`config.mk`:
```
export PLATFORM = sky130hd
export DESIGN_NAME = caf_sweep_ctrl
export DESIGN_NICKNAME = d
export VERILOG_FILES = /design/src/rtl/caf_sweep_ctrl.sv
export SDC_FILE = /design/constraint.sdc
export NUM_CORES = 1
export LEC_CHECK = 0
export ABC_AREA = 1
export BUFFER_PORTS_ARGS = -buffer_cell sky130_fd_sc_hd__buf_4
export CAP_MARGIN = 10
export CORE_MARGIN = 8
export CORE_UTILIZATION = 30
export CTS_CLUSTER_DIAMETER = 100
export DETAILED_ROUTE_END_ITERATION = 7
export GPL_TIMING_DRIVEN = 0
export PLACE_DENSITY = 0.54
export SYNTH_ARGS = -nofsm -noshare
export SYNTH_HDL_FRONTEND = slang
export SYNTH_SLANG_ARGS = --single-unit
```
`constraint.sdc`:
```
create_clock -name clk -period 1.9 [get_ports clk]
set_clock_uncertainty 0.05 [all_clocks]
set_input_delay 0.38 -clock clk [delete_from_list [all_inputs] [get_ports clk]]
set_output_delay 0.38 -clock clk [all_outputs]
set_load 0.05 [all_outputs]
```
`src/rtl/caf_sweep_ctrl.sv`:
```
// ============================================================================
//  Module   : caf_sweep_ctrl
//  Purpose  : Cross-ambiguity sweep sequencer. It steps the frequency shifter
//             through every bin, gates one buffer of samples per bin into
//             argmax, and keeps the global peak (magnitude, index, bin).
//  Option   : CAF_SWEEP_TIMEOUT_EN enables the argmax-result watchdog.
//  Revision : 1.0  initial release
// ============================================================================
`default_nettype none

module caf_sweep_ctrl #(
    parameter int BUFFER_LENGTH  = 10,
    parameter int INDEX_BITS     = 4,
    parameter int OUT_MAX_BITS   = 4,
    parameter int FREQ_BINS      = 8,
    parameter int FREQ_BITS      = 3,
    parameter int SETTLE_CYCLES  = 2
`ifdef CAF_SWEEP_TIMEOUT_EN
    ,
    parameter int TIMEOUT_CYCLES = 64
`endif
) (
    input  logic                    clk,
    input  logic                    reset,
    input  logic                    start_i,
    output logic                    busy_o,
    output logic [FREQ_BITS-1:0]    freq_bin_o,
    output logic                    freq_load_o,
    input  logic                    src_tvalid_i,
    output logic                    src_tready_o,
    output logic                    am_tvalid_o,
    input  logic                    am_tready_i,
    input  logic                    am_res_valid_i,
    input  logic [OUT_MAX_BITS-1:0] am_max_i,
    input  logic [INDEX_BITS-1:0]   am_index_i,
    output logic                    am_res_ready_o,
    output logic [OUT_MAX_BITS-1:0] best_max_o,
    output logic [INDEX_BITS-1:0]   best_index_o,
    output logic [FREQ_BITS-1:0]    best_bin_o,
`ifdef CAF_SWEEP_TIMEOUT_EN
    output logic                    timeout_err_o,
`endif
    output logic                    result_valid_o,
    input  logic                    result_ready_i
);

    localparam int c_samp_w   = $clog2(BUFFER_LENGTH + 1);
    localparam int c_settle_w = $clog2(SETTLE_CYCLES + 1);
    localparam logic [c_samp_w-1:0]   c_samp_last   = c_samp_w'(BUFFER_LENGTH - 1);
    localparam logic [c_settle_w-1:0] c_settle_last = c_settle_w'(SETTLE_CYCLES - 1);
    localparam logic [FREQ_BITS-1:0]  c_bin_last    = FREQ_BITS'(FREQ_BINS - 1);
`ifdef CAF_SWEEP_TIMEOUT_EN
    localparam int c_wait_w = $clog2(TIMEOUT_CYCLES + 1);
    localparam logic [c_wait_w-1:0]   c_wait_last   = c_wait_w'(TIMEOUT_CYCLES - 1);
`endif

    typedef enum logic [2:0] {
        S_IDLE   = 3'd0,
        S_LOAD   = 3'd1,
        S_SETTLE = 3'd2,
        S_STREAM = 3'd3,
        S_WAIT   = 3'd4,
        S_CMP    = 3'd5,
        S_DONE   = 3'd6
    } state_t;

    state_t                  state_q, state_d;
    logic [FREQ_BITS-1:0]    freq_bin_q, freq_bin_d;
    logic [OUT_MAX_BITS-1:0] best_max_q, best_max_d;
    logic [INDEX_BITS-1:0]   best_index_q, best_index_d;
    logic [FREQ_BITS-1:0]    best_bin_q, best_bin_d;
    logic                    first_q, first_d;
    logic [c_settle_w-1:0]   settle_cnt_q, settle_cnt_d;
    logic [c_samp_w-1:0]     samp_cnt_q, samp_cnt_d;
    logic [OUT_MAX_BITS-1:0] res_max_q, res_max_d;
    logic [INDEX_BITS-1:0]   res_index_q, res_index_d;
`ifdef CAF_SWEEP_TIMEOUT_EN
    logic [c_wait_w-1:0]     wait_cnt_q, wait_cnt_d;
    logic                    timeout_err_q, timeout_err_d;
`endif

    logic w_last_bin;
    logic w_xfer;

    assign w_last_bin = (freq_bin_q == c_bin_last);
    assign w_xfer     = src_tvalid_i & am_tready_i;

    always_ff @(posedge clk) begin
        if (reset) begin
            state_q       <= S_IDLE;
            freq_bin_q    <= '0;
            best_max_q    <= '0;
            best_index_q  <= '0;
            best_bin_q    <= '0;
            first_q       <= 1'b0;
            settle_cnt_q  <= '0;
            samp_cnt_q    <= '0;
            res_max_q     <= '0;
            res_index_q   <= '0;
`ifdef CAF_SWEEP_TIMEOUT_EN
            wait_cnt_q    <= '0;
            timeout_err_q <= 1'b0;
`endif
        end else begin
            state_q       <= state_d;
            freq_bin_q    <= freq_bin_d;
            best_max_q    <= best_max_d;
            best_index_q  <= best_index_d;
            best_bin_q    <= best_bin_d;
            first_q       <= first_d;
            settle_cnt_q  <= settle_cnt_d;
            samp_cnt_q    <= samp_cnt_d;
            res_max_q     <= res_max_d;
            res_index_q   <= res_index_d;
`ifdef CAF_SWEEP_TIMEOUT_EN
            wait_cnt_q    <= wait_cnt_d;
            timeout_err_q <= timeout_err_d;
`endif
        end
    end

    // Counters default to zero so each one restarts cleanly on entering its state.
    always_comb begin
        state_d        = state_q;
        freq_bin_d     = freq_bin_q;
        best_max_d     = best_max_q;
        best_index_d   = best_index_q;
        best_bin_d     = best_bin_q;
        first_d        = first_q;
        settle_cnt_d   = '0;
        samp_cnt_d     = '0;
        res_max_d      = res_max_q;
        res_index_d    = res_index_q;
`ifdef CAF_SWEEP_TIMEOUT_EN
        wait_cnt_d     = '0;
        timeout_err_d  = timeout_err_q;
`endif
        freq_load_o    = 1'b0;
        am_tvalid_o    = 1'b0;
        src_tready_o   = 1'b0;
        am_res_ready_o = 1'b0;
        result_valid_o = 1'b0;

        unique case (state_q)
            S_IDLE: begin
                if (start_i) begin
                    freq_bin_d    = '0;
                    best_max_d    = '0;
                    best_index_d  = '0;
                    best_bin_d    = '0;
                    first_d       = 1'b0;
`ifdef CAF_SWEEP_TIMEOUT_EN
                    timeout_err_d = 1'b0;
`endif
                    state_d       = S_LOAD;
                end
            end
            S_LOAD: begin
                freq_load_o = 1'b1;
                state_d     = S_SETTLE;
            end
            S_SETTLE: begin
                if (settle_cnt_q == c_settle_last) begin
                    state_d = S_STREAM;
                end else begin
                    settle_cnt_d = settle_cnt_q + c_settle_w'(1);
                end
            end
            S_STREAM: begin
                am_tvalid_o  = src_tvalid_i;
                src_tready_o = am_tready_i;
                samp_cnt_d   = samp_cnt_q;
                // The terminal transfer leaves STREAM, so the gate closes the next cycle.
                if (w_xfer) begin
                    if (samp_cnt_q == c_samp_last) begin
                        samp_cnt_d = '0;
                        state_d    = S_WAIT;
                    end else begin
                        samp_cnt_d = samp_cnt_q + c_samp_w'(1);
                    end
                end
            end
            S_WAIT: begin
                am_res_ready_o = 1'b1;
                if (am_res_valid_i) begin
                    res_max_d   = am_max_i;
                    res_index_d = am_index_i;
                    state_d     = S_CMP;
                end
`ifdef CAF_SWEEP_TIMEOUT_EN
                else if (wait_cnt_q == c_wait_last) begin
                    // Missing result: drop this bin and move on as if CMP finished.
                    timeout_err_d = 1'b1;
                    if (w_last_bin) begin
                        state_d = S_DONE;
                    end else begin
                        freq_bin_d = freq_bin_q + FREQ_BITS'(1);
                        state_d    = S_LOAD;
                    end
                end else begin
                    wait_cnt_d = wait_cnt_q + c_wait_w'(1);
                end
`endif
            end
            S_CMP: begin
                // Strictly greater, so a tie keeps the earlier bin.
                if (!first_q || (res_max_q > best_max_q)) begin
                    best_max_d   = res_max_q;
                    best_index_d = res_index_q;
                    best_bin_d   = freq_bin_q;
                    first_d      = 1'b1;
                end
                if (w_last_bin) begin
                    state_d = S_DONE;
                end else begin
                    freq_bin_d = freq_bin_q + FREQ_BITS'(1);
                    state_d    = S_LOAD;
                end
            end
            S_DONE: begin
                result_valid_o = 1'b1;
                if (result_ready_i) begin
                    state_d = S_IDLE;
                end
            end
            default: begin
                state_d = S_IDLE;
            end
        endcase
    end

    assign busy_o        = (state_q != S_IDLE);
    assign freq_bin_o    = freq_bin_q;
    assign best_max_o    = best_max_q;
    assign best_index_o  = best_index_q;
    assign best_bin_o    = best_bin_q;
`ifdef CAF_SWEEP_TIMEOUT_EN
    assign timeout_err_o = timeout_err_q;
`endif

endmodule

`default_nettype wire

```
==> out/metrics.yaml <==
setup_tns_ns: 0
multi_input_area_um2: 831
first_pass_iters: 4
wl_per_cell_um: 11.6
syn2layout_area_growth_pct: 29.0
hold_viol: 0
hp-class: "input port to flip-flop"
netlist_area_mm2: 0.00165
synth.avg_cell_area_um2: 7.15
nets: 295
grt_pass1_wl_mm: 7.21
die_area_mm2: 0.00811
worstPathArrival_ns: 1.26
gp_congestion: 0.764
cp.required_ns: 1.47
postRouteAntennaNets: 0
cap_viol_max_count: 0
synthDistinctLibCells: 28
rsz0062_at_grt: "false"
hold_buffers: 0
ys_seq_elements: 32
worst_setup_path_end_kind: "primary output"
status: "finished clean"
grt.total_usage_pct: 10.5
cts.path.max_buffers: 2
clock_latency_ns: 0.29
row_count: 27
cts-root-buf: "clkbuf_8"
antenna_cells: 0
fin_crit_ns: 1.69
setup_viol: 0
cts_buffers: 5
ys_seq_area_share_pct: 38.9
num-fill-cells: 617
worst_pin_slew_ns: 0.490
slew_headroom_pct: 67.3
clk_pin_slew_ns: 0.08
vias: 1531
drcViolationCount: 0
whs_endpoint: "res_index_q[3]"
syn_inst: 230
pin_count: 35
start_util_pct: 30.4
holdPathStages: 3
cts.sinks: 32
reg2reg_slack_ns: 0.27
finalWirelength_mm: 4.03
synth_warnings: 0
crit_fanout: 7
die_x_um: 90.1
htree_levels: 2
syn_nets: 252
period_share_pct: 89.1
drt_iter0_markers: 85
fmax_mhz: 591
grt_max_degree: 12
peakVddDrop_mv: 0.435
grt_overflow: 0
dpl.hpwl_mm: 3.00
seqCellArea_um2: 642
rr_startpoint: "best_max_o[2]"
r2r-end: "best_bin_o[1]"
start_kind: "flip-flop"
post_drt_via_cell_ratio: 4.42
cts_tree: "built"
power_density_mw_per_mm2: 1310
drive_above_1_share_pct: 23.7
layout_common_cells: "nand2_1 (50), buf_4 (38), dfxtp_1 (31)"
die_y_um: 90.1
rr_worst_depth: 11
final_common_cell: "nand2_1"
io_buffers: 34
min_from: "am_index_i[3]"
p_leak_uw: 0.000950
critPathKind: "flip-flop to primary output"
grt_pass1_vias: 1558
drv_slew: 0
core_mm2: 0.00541
antenna_found_initial: 0
fin_util_pct: 39.3
-- per-layer routing --
layer | GRT usage, % | vias to the layer above | wire length, µm
met2 | 16.1 | 36 | 1710
met4 | 3.33 | 0 | 54
met1 | 13.7 | 667 | 2060
li1 | - | 823 | -
met5 | 0 | - | 0
met3 | 3.16 | 5 | 204
-- per-stage QoR --
stage	power, µW	cells	setup WS, ns	hold slack [ns]	instance area, µm²
final	2790	346	0.207	0.315	2120
after floorplan	1830	230	0.0380	0.348	1650
after CTS	2820	344	0.0204	0.314	2110
after global placement	2150	336	0.283	0.358	2000
after global routing	3010	346	0.0405	0.325	2120
after detailed placement	2160	336	0.273	0.366	2000
-- worst max-delay path by stage --
stage,startpoint,endpoint,slack [ns],cells after the start
6_report,state_q[0],am_tvalid_o,0.21,4
2_1_floorplan,best_max_o[3],best_max_o[0],0.04,11
4_1_cts,state_q[1],am_res_ready_o,0.02,4
3_5_place_dp,best_max_o[2],best_bin_o[1],0.27,11
3_3_place_gp,best_max_o[1],best_bin_o[2],0.28,11
5_1_grt,best_max_o[1],best_max_o[1],0.04,11
-- cells in the mapped netlist --
cell type | number | area (µm²)
nor3b_1 | 1 | 7.51
clkinv_1 | 1 | 3.75
buf_2 | 2 | 10.0
a21oi_1 | 23 | 115
nand2_1 | 50 | 188
o21ai_1 | 3 | 15.0
nor2_1 | 28 | 105
buf_6 | 3 | 33.8
nor2_4 | 2 | 22.5
nor2_2 | 1 | 6.26
inv_2 | 1 | 3.75
nor3_2 | 1 | 10.0
nand3_4 | 1 | 17.5
a211oi_1 | 2 | 15.0
dfxtp_1 | 32 | 641
xnor2_1 | 1 | 8.76
o21ai_0 | 4 | 20.0
clkbuf_1 | 1 | 3.75
a31oi_1 | 1 | 6.26
nand2_4 | 2 | 22.5
nor3_1 | 6 | 30.0
buf_4 | 2 | 15.0
o21ai_4 | 1 | 16.3
ha_1 | 7 | 87.6
nand3_1 | 22 | 110
nand2_2 | 2 | 12.5
inv_1 | 29 | 109
nand3_2 | 1 | 10.0
-- timing repair --
action,CTS,global route
setup endpoints to repair,1,1
pin swaps,0,1
setup buffers,0,2
gates resized for setup,1,0
cloned,0,0
-- power breakdown --
part | total [µW] | internal, µW | switching [µW]
clock | 656 | 388 | 268
sequential | 870 | 786 | 83.8
combinational | 1260 | 425 | 839
-- state kept, by name, indices dropped and copies added, names as in the netlist, 2 cells and up --
register      cells
best_max_o        4
freq_bin_o        3
settle_cnt_q      2
samp_cnt_q        4
best_bin_o        3
res_max_q         4
best_index_o      4
state_q           3
res_index_q       4
-- worst max-delay path: stages (launching register included) --
cell and delay [ns]:
dfxtp_1 0.31, buf_4 0.16, nand3_1 0.16, nor2_1 0.14, buf_4 0.21
-- area by class of cell --
type,count,share of cell area (%)
Multi-Input combinational cell,159,39.1
Sequential cell,32,30.2
Timing Repair Buffer,36,12.7
Inverter,31,5.48
Tap cell,72,4.24
Clock buffer,5,3.24
Buffer,8,2.95
Clock inverter,3,2.00
-- cell families (layout without fill, tap and decap cells) --
kind of cell,after synthesis,count (layout),share of synthesized area [%]
adder cells (fa/ha/maj),7,7,5.32
buffers and inverters,39,83,10.9
flip-flops,32,32,38.9
XOR/XNOR,1,1,0.532
AO/OA/AOI/OAI,34,34,11.4
AND/OR/NAND/NOR,117,117,32.9
Note: power is estimated with default switching activity, not from simulation.
